==> src/rtl/ps2_vram_bridge.sv <==
// Bus bridge: buffered PS/2 scancode FIFO with status register, and range-checked character VRAM writes.
// Optional registered keyboard interrupt enabled by defining PS2_VRAM_BRIDGE_IRQ_EN.
module ps2_vram_bridge #(
  parameter int         FIFO_DEPTH  = 16,
  parameter int         VRAM_AW     = 13,
  parameter int         VRAM_DEPTH  = 4800,
  parameter logic [3:0] BASE_NIBBLE = 4'hD
) (
  input  logic               clk,
  input  logic               rst,
  input  logic [31:0]        addr_bus,
  input  logic [31:0]        cpu_data2bus,
  input  logic               mem_w,
  input  logic               mem_r,
  output logic [31:0]        cpu_data4bus,
  input  logic               ps2_ready,
  input  logic [7:0]         ps2_data,
  output logic [VRAM_AW-1:0] addr_2_charvram,
  output logic [7:0]         data_2_charvram,
  output logic               wea_2_charvram,
  output logic               irq
);

  localparam int          PW      = (FIFO_DEPTH > 1) ? $clog2(FIFO_DEPTH) : 1;
  localparam int          CW      = PW + 1;
  localparam logic [31:0] DEPTH_L = 32'(VRAM_DEPTH);

  logic [7:0]         fifo_mem_r [FIFO_DEPTH];
  logic [PW-1:0]      head_r;
  logic [PW-1:0]      tail_r;
  logic [CW-1:0]      count_r;
  logic               overflow_r;
  logic               ps2_prev_r;

  logic               sel_s;
  logic               empty_s;
  logic               full_s;
  logic               push_s;
  logic               pop_s;
  logic               push_ok_s;
  logic               vram_wr_s;
  logic               ovf_clr_s;
  logic [VRAM_AW-1:0] vram_a_s;
  logic [7:0]         vram_d_s;
  logic [7:0]         count8_s;
  logic               unused_s;

  assign sel_s     = (addr_bus[31:28] == BASE_NIBBLE);
  assign empty_s   = (count_r == {CW{1'b0}});
  assign full_s    = (count_r == CW'(FIFO_DEPTH));
  assign push_s    = ps2_ready & ~ps2_prev_r;
  // A simultaneous write owns the cycle, so a read strobe alongside it never pops.
  assign pop_s     = sel_s & mem_r & ~mem_w & ~addr_bus[2] & ~empty_s;
  assign push_ok_s = push_s & (~full_s | pop_s);
  assign vram_a_s  = cpu_data2bus[VRAM_AW+7:8];
  assign vram_d_s  = cpu_data2bus[7:0];
  assign vram_wr_s = sel_s & mem_w & ~addr_bus[2] & (32'(vram_a_s) < DEPTH_L);
  assign ovf_clr_s = sel_s & mem_w & addr_bus[2] & cpu_data2bus[2];
  assign count8_s  = 8'(count_r);
  assign unused_s  = ^{addr_bus[27:3], addr_bus[1:0], cpu_data2bus[31:VRAM_AW+8]};

  // Read data mux: head byte or status word, zero when idle or FIFO empty.
  always_comb begin
    cpu_data4bus = 32'h0000_0000;
    if (sel_s && mem_r) begin
      if (addr_bus[2]) begin
        cpu_data4bus = {16'h0000, count8_s, 5'b00000, overflow_r, full_s, empty_s};
      end else if (!empty_s) begin
        cpu_data4bus = {24'h00_0000, fifo_mem_r[head_r]};
      end else begin
        cpu_data4bus = 32'h0000_0000;
      end
    end else begin
      cpu_data4bus = 32'h0000_0000;
    end
  end

  // FIFO storage; contents need no reset since count gates visibility.
  always_ff @(posedge clk) begin
    if (push_ok_s) begin
      fifo_mem_r[tail_r] <= ps2_data;
    end
  end

  // FIFO pointers, occupancy, sticky overflow and ps2_ready edge history.
  always_ff @(posedge clk) begin
    if (rst) begin
      head_r     <= {PW{1'b0}};
      tail_r     <= {PW{1'b0}};
      count_r    <= {CW{1'b0}};
      overflow_r <= 1'b0;
      ps2_prev_r <= 1'b0;
    end else begin
      ps2_prev_r <= ps2_ready;
      if (push_ok_s) begin
        tail_r <= tail_r + PW'(1);
      end
      if (pop_s) begin
        head_r <= head_r + PW'(1);
      end
      count_r <= count_r + CW'(push_ok_s) - CW'(pop_s);
      if (push_s && full_s && !pop_s) begin
        overflow_r <= 1'b1;
      end else if (ovf_clr_s) begin
        overflow_r <= 1'b0;
      end
    end
  end

  // VRAM write port: one-cycle enable pulse, address/data hold their last value.
  always_ff @(posedge clk) begin
    if (rst) begin
      addr_2_charvram <= {VRAM_AW{1'b0}};
      data_2_charvram <= 8'h00;
      wea_2_charvram  <= 1'b0;
    end else begin
      wea_2_charvram <= vram_wr_s;
      if (vram_wr_s) begin
        addr_2_charvram <= vram_a_s;
        data_2_charvram <= vram_d_s;
      end
    end
  end

`ifdef PS2_VRAM_BRIDGE_IRQ_EN
  // Interrupt follows pending data or an unacknowledged overflow, one cycle late.
  always_ff @(posedge clk) begin
    if (rst) begin
      irq <= 1'b0;
    end else begin
      irq <= ~empty_s | overflow_r;
    end
  end
`else
  assign irq = 1'b0;
`endif

endmodule

==> config.mk <==
export PLATFORM = sky130hd
export DESIGN_NAME = ps2_vram_bridge
export DESIGN_NICKNAME = d
export VERILOG_FILES = /design/src/rtl/ps2_vram_bridge.sv
export SDC_FILE = /design/constraint.sdc
export NUM_CORES = 1
export LEC_CHECK = 0
export ABC_AREA = 1
export CAP_MARGIN = 10
export CORE_MARGIN = 3
export CORE_UTILIZATION = 30
export DETAILED_ROUTE_END_ITERATION = 6
export HOLD_SLACK_MARGIN = 0.05
export PLACE_DENSITY = 0.56
export SKIP_CTS_REPAIR_TIMING = 1
export SYNTH_ARGS = -nofsm -noshare
export SYNTH_HDL_FRONTEND = slang
export SYNTH_SLANG_ARGS = --single-unit
export TNS_END_PERCENT = 20
==> constraint.sdc <==
create_clock -name clk -period 2.4 [get_ports clk]
set_input_delay 0.24 -clock clk [delete_from_list [all_inputs] [get_ports clk]]
set_output_delay 0.24 -clock clk [all_outputs]
set_load 0.01 [all_outputs]
After elaboration in Yosys (flattened, before gate mapping). Memories as Yosys holds them, arrays and structs flattened. A register that Yosys moved wholly into a read port is not among the register bits. Cells that the tools add are included.

Add/subtract/negate cells: 4. Order comparisons: 1. Eq/ne operators: 2. Mux-type cells: 9. Bitwise logic cells: 17. Reductions and logical operators: 6.

Operators with widths (count): two-way mux 32 bit (1); less-than comparator 13 bit (second input constant) (1); two-way mux 13 bit (1); bitwise AND 1 bit (11); adder 4 x 1 -> 4 bit (second input constant) (2); two-way mux 4 bit (2); two-way mux 8 bit (1); adder 5 x 1 -> 5 bit (1); == test 5 bit (second input constant) (1); zero test 5 bit (1); inverter 1 bit (5); subtractor 5 x 1 -> 5 bit (1); == test 4 bit (second input constant) (1); two-way mux 1 bit (4); logical AND 1 bit (3); nonzero test 2 bit (1); zero test 1 bit (1); bitwise OR 1 bit (1).

Flip-flop bits (word level): 37. Bits in writable memories: 128. Input bits: 77. Memories kept: 1.

Memory list: fifo_mem_r (depth 16, width 8, rd ports 1, clocked after Yosys merged registers in 1, wr ports 1, RTL line 28) `logic [7:0] fifo_mem_r [FIFO_DEPTH];`.

Depth between registers and ports, before layout.
Depth in word-level cells: 9. Mapped depth: 16. Depth with buffers taken out: 16.

Worst setup path after synthesis. OpenSTA, ideal clock, no wires.

Kind: register to register. Start: register count_r[2]. End: register count_r[4]. Data arrival time: 2406 ps. Required time: 2330 ps. Setup slack: -76 ps. Stages on the path, launching flop included: 17. Period minus slack after synthesis: 2476 ps. Path through: dfxtp_1 > inv_1 > ha_1 > nand3_1 > nand2_1 > inv_1 > nand2_4 > nand2_4 > nand2_4 > ha_1 > inv_1 > ha_1 > inv_1 > fa_1 > o31ai_1 > o21ai_0 > a21oi_1.

Cells in the longest elaborated chain, start to end: 7. Elaborated cells on any way between the ends: 9. Classes of those cells: add/sub: 2; eq/ne: 1; bitwise: 5; reduce/logical: 1.

Ends and longest elaborated chain: from (decl) (RTL line 31) `logic [CW-1:0] count_r;`; from (signal assigned) (RTL line 90) `count_r <= {CW{1'b0}};`; from (signal assigned) (RTL line 101) `count_r <= count_r + CW'(push_ok_s) - CW'(pop_s);`; zero test 5 bit (RTL line 49) `assign empty_s = (count_r == {CW{1'b0}});`; inverter 1 bit (RTL line 53) `assign pop_s = sel_s & mem_r & ~mem_w & ~addr_bus[2] & ~empty_s;`; bitwise AND 1 bit (RTL line 53); bitwise OR 1 bit (RTL line 54) `assign push_ok_s = push_s & (~full_s | pop_s);`; bitwise AND 1 bit (RTL line 54); adder 5 x 1 -> 5 bit (RTL line 101); subtractor 5 x 1 -> 5 bit (*) (RTL line 101).

Mark *: on every way between the ends. The rest lies on a longest branch, timed or not. A chain may end at the register's enable or synchronous reset.

Final worst setup path. Ends and elaborated chain as after synthesis.

==> impl_results.html <==
<table>
<tr><th>Metric</th><th>Value</th></tr>
<tr><th colspan="2">Run status</th></tr>
<tr><td>Run status</td><td>finished, final reports clean</td></tr>
<tr><th colspan="2">STA</th></tr>
<tr><td>Max transition margin</td><td>53.6%</td></tr>
<tr><td>Minimum clock period after layout</td><td>about 2.4 ns</td></tr>
<tr><td>Setup repair after global routing missed its margin</td><td>yes</td></tr>
<tr><td>Final setup vio count</td><td>0</td></tr>
<tr><td>Maximum operating frequency</td><td>approximately 420 MHz</td></tr>
<tr><td>Period utilization</td><td>99.1%</td></tr>
<tr><td>Total count of hold-check failures in the final report</td><td>0</td></tr>
<tr><td>Worst path setup slack after routing</td><td>roughly 0.023 ns</td></tr>
<tr><td>Final worst clock skew</td><td>approximately 0.016 ns</td></tr>
<tr><td>Measured slew at the worst slew-check pin</td><td>roughly 0.69 ns</td></tr>
<tr><td>Hold WS</td><td>~0.41 ns</td></tr>
<tr><td>Final count of pins violating max slew</td><td>0</td></tr>
<tr><th colspan="2">Power and ir drop</th></tr>
<tr><td>Maximum vdd drop</td><td>approximately 460 µV</td></tr>
<tr><td>Leakage power of the design</td><td>between 0.003 and 0.004 µW</td></tr>
<tr><td>Power density of the placed cells</td><td>~700 nW/µm²</td></tr>
<tr><td>Total Power</td><td>between 6000 and 7000 µW</td></tr>
<tr><th colspan="2">Worst setup path</th></tr>
<tr><td>Launch point of the worst reg-to-reg path</td><td>count_r[2]</td></tr>
<tr><td>CP endpoint kind</td><td>register</td></tr>
<tr><td>Data required, critical path</td><td>2.76 ns</td></tr>
<tr><td>Startpoint of the worst setup timing path</td><td>count_r[2]</td></tr>
<tr><td>R2r endpoint</td><td>count_r[4]</td></tr>
<tr><td>Worst reg2reg path depth</td><td>16</td></tr>
<tr><td>Maximum fanout along the worst path</td><td>3</td></tr>
<tr><td>CP Class</td><td>reg -&gt; reg</td></tr>
<tr><td>Nature of the critical path startpoint</td><td>register</td></tr>
<tr><td>Capturing element of the worst setup path</td><td>count_r[4]</td></tr>
<tr><td>Setup slack, reg-to-reg</td><td>0.02 ns</td></tr>
<tr><td>WP data arrival</td><td>2.74 ns</td></tr>
<tr><th colspan="2">Clocking</th></tr>
<tr><td>Root Driver</td><td>clkbuf_16</td></tr>
<tr><td>Clock tree from TritonCTS</td><td>built</td></tr>
<tr><td>Clock buffer count from CTS</td><td>17</td></tr>
<tr><td>Clock transition at path regs</td><td>~0.070 ns</td></tr>
<tr><td>Clock Sink Count</td><td>approximately 170</td></tr>
<tr><td>H-tree lvl count</td><td>4</td></tr>
<tr><td>Clock latency of the later-clocked register in the worst-skew pair</td><td>approximately 0.44 ns</td></tr>
<tr><td>Maximum clock path buffer count</td><td>2</td></tr>
<tr><th colspan="2">Yosys</th></tr>
<tr><td>Share of the synthesized netlist area taken by xor and xnor gates</td><td>less than 1%</td></tr>
<tr><td>Instance count of the mapped netlist</td><td>~740</td></tr>
<tr><td>Cell with the most instances after synthesis</td><td>edfxtp_1</td></tr>
<tr><td>Fraction of the mapped netlist area in simple logic gates</td><td>15.2%</td></tr>
<tr><td>Synthesized area per cell</td><td>~10 µm²</td></tr>
<tr><td>Largest cells by area after synthesis</td><td>edfxtp_1 51%, dfxtp_1 11%, nand2_1 6.0%</td></tr>
<tr><td>Number of storage elements in the synthesis netlist</td><td>169</td></tr>
<tr><td>Compound-Gate Fraction of Synth Area</td><td>a little under a tenth</td></tr>
<tr><td>Share of synthesized cell area in full adder, half adder and majority cells</td><td>under 10%</td></tr>
<tr><td>Top flip-flop cell by instance count after synthesis</td><td>edfxtp_1</td></tr>
<tr><td>Mapped Area</td><td>roughly 7500 µm²</td></tr>
<tr><td>Number of flops mapped to enable cells by yosys</td><td>between 100 and 150</td></tr>
<tr><td>Fraction of synthesized area in multiplexers</td><td>0%</td></tr>
<tr><td>Cell type with the highest aggregate area in the netlist</td><td>edfxtp_1</td></tr>
<tr><td>Top-area cell type share of the netlist area</td><td>between 50% and 60%</td></tr>
<tr><td>Ys async rst share</td><td>0%</td></tr>
<tr><td>Largest family of logic cells by synthesized area</td><td>simple AND/OR/NAND/NOR gates</td></tr>
<tr><td>Cell variety after synth</td><td>33</td></tr>
<tr><td>Number of synthesis warnings</td><td>0</td></tr>
<tr><td>Portion of the post-synthesis area used by sequential elements</td><td>a little over 60%</td></tr>
<tr><td>Synth cell count leaders</td><td>128 x edfxtp_1, 120 x nand2_1, 112 x inv_1, 82 x nor2_1, 47 x a21oi_1</td></tr>
<tr><th colspan="2">Cells and area</th></tr>
<tr><td>Final core utilization</td><td>between 30% and 40%</td></tr>
<tr><td>Number of filler instances in the final layout</td><td>~2.4k</td></tr>
<tr><td>Final antenna diode count</td><td>0</td></tr>
<tr><td>Layout Nets</td><td>between 900 and 1k</td></tr>
<tr><td>Final non-filler cell total</td><td>around 1.2k</td></tr>
<tr><td>Layout overhead on the synthesized area</td><td>25.7%</td></tr>
<tr><td>Share of cells above drive strength 1</td><td>12.9%</td></tr>
<tr><th colspan="2">Global route</th></tr>
<tr><td>Overflow left after global routing</td><td>0</td></tr>
<tr><td>Wire length of the first global-routing pass</td><td>around 25 mm</td></tr>
<tr><td>Maximum number of pins on one net before global-route repair</td><td>53</td></tr>
<tr><td>Number of antenna violations at the first check in global routing</td><td>0</td></tr>
<tr><td>GRT Total Usage</td><td>approximately an eighth</td></tr>
<tr><td>Vias in the first global route</td><td>around 4.9k</td></tr>
<tr><th colspan="2">Floorplan</th></tr>
<tr><td>Horiz. Die Dim</td><td>about 160 µm</td></tr>
<tr><td>Total I/O pin count</td><td>approximately 130</td></tr>
<tr><td>Die Footprint</td><td>between 20000 and 30000 µm²</td></tr>
<tr><td>Die height</td><td>164 µm</td></tr>
<tr><td>Initial core utilization</td><td>around 30%</td></tr>
<tr><td>Standard cell core area</td><td>24500 µm²</td></tr>
<tr><td>Row cnt</td><td>57</td></tr>
<tr><th colspan="2">Placement</th></tr>
<tr><td>Worst setup timing slack at the placement stage</td><td>-0.245 ns</td></tr>
<tr><td>Final Wtd Congestion</td><td>just under 0.8</td></tr>
<tr><td>Number of instances in the placed design</td><td>approximately 1.2k</td></tr>
<tr><td>Input/output buffers</td><td>73</td></tr>
<tr><td>Final HPWL DP</td><td>between 10 and 15 mm</td></tr>
<tr><th colspan="2">Routing</th></tr>
<tr><td>Number of nets with antenna violations after routing</td><td>0</td></tr>
<tr><td>First-pass iteration count of the detailed router</td><td>5</td></tr>
<tr><td>Average via count per standard cell</td><td>roughly 4.3</td></tr>
<tr><td>Iter 0 DRT Violations</td><td>roughly 350</td></tr>
<tr><td>Vias post-DR</td><td>about 5.1k</td></tr>
<tr><td>Wire per inst</td><td>13.5 µm</td></tr>
<tr><td>Number of remaining DRC errors</td><td>0</td></tr>
<tr><td>Detailed-route wire length</td><td>16.0 mm</td></tr>
<tr><th colspan="2">Min path</th></tr>
<tr><td>Class of the tightest hold or removal check</td><td>in -&gt; reg</td></tr>
<tr><th colspan="2">Flow run</th></tr>
<tr><td>Max Cap Viol</td><td>0</td></tr>
</table>
## how the worst min path moves through the flow
stage,slack (ns),depth (start not counted),to,from
after global routing,0.42,5,data_2_charvram[7],cpu_data2bus[7]
after CTS,0.39,5,addr_2_charvram[0],cpu_data2bus[8]
after global placement,0.46,2,overflow_r,overflow_r
final,0.41,5,addr_2_charvram[0],cpu_data2bus[8]
after detailed placement,0.46,2,overflow_r,overflow_r
after floorplan,0.34,0,fifo_mem_r[0][0],ps2_data[0]
## layout by cell type (no fill, tap or decap), drive strengths merged
master,netlist,layout
xnor2,1,1
buf,52,48
o31ai,1,1
conb,1,20
dfxtp,41,41
xor2,4,4
nand3b,1,1
clkbuf,1,20
o211ai,32,32
clkinvlp,0,2
inv,115,121
nand4,2,2
nor2,86,86
dlymetal6s2s,0,5
nand2,128,128
clkdlybuf4s50,0,65
nand3,41,41
and2,1,1
a21oi,48,48
fa,1,1
ha,11,11
nor3,3,3
clkinv,0,7
o21ai,43,43
edfxtp,128,128
## cells by family (layout without fill, tap and decap cells)
| logic type | count (synthesis) | count (layout) |
|---|---|---|
| other | 1 | 20 |
| AOI/OAI and AO/OA | 124 | 124 |
| buffers and inverters | 168 | 268 |
| xor gates and xnor gates | 5 | 5 |
| DFF | 169 | 169 |
| and+or+nand+nor | 262 | 262 |
| adders and majority gates | 12 | 12 |
## layer usage
layer | GRT usage, % | vias up | wire [µm]
met2 | 19.5 | 135 | 7220
met3 | 4.49 | 12 | 1240
met4 | 3.24 | 0 | 102
met5 | 0 | - | 0
li1 | - | 2617 | -
met1 | 15.6 | 2346 | 7410
## sequential cells by signal (all words and copies together), names as in the netlist, named ones only
signal           count
addr_2_charvram     13
overflow_r           1
ps2_prev_r           1
fifo_mem_r         128
count_r              5
head_r               4
tail_r               4
wea_2_charvram       1
data_2_charvram      8
## critical path: stages (launching register included)
cell     delay [ns]
dfxtp_1        0.35
inv_1          0.07
ha_2           0.20
nand3_1        0.08
nand2_1        0.08
inv_2          0.07
nand2_4        0.06
nand2_4        0.07
nand2_4        0.04
ha_1           0.28
inv_1          0.05
ha_1           0.15
inv_1          0.05
fa_2           0.37
o31ai_4        0.19
o21ai_1        0.08
a21oi_1        0.12
## power breakdown
part           total, µW  internal (µW)  switching (µW)
combinational        721            322             400
sequential          3270           3230            41.5
clock               2770           1420            1350
## metrics by stage
| step | area [µm²] | setup TNS (ns) |
|---|---|---|
| 2_1_floorplan | 7610 | 0 |
| 3_3_place_gp | 8810 | -0.393 |
| 3_5_place_dp | 8810 | -0.649 |
| 4_1_cts | 9430 | -2.50 |
| 5_1_grt | 9460 | -0.259 |
| 6_report | 9460 | 0 |
## final cells by class
cell class                      count  area (µm²)  area share, %
Clock inverter                     15         191           2.02
Inverter                          115         437           4.62
Tap cell                          324         405           4.28
Clock buffer                       17         425           4.50
Sequential cell                   169        4670           49.4
Multi-Input combinational cell    423        2170           22.9
Timing Repair Buffer              121        1170           12.3
No activity file was read; power rests on OpenSTA's default activity.
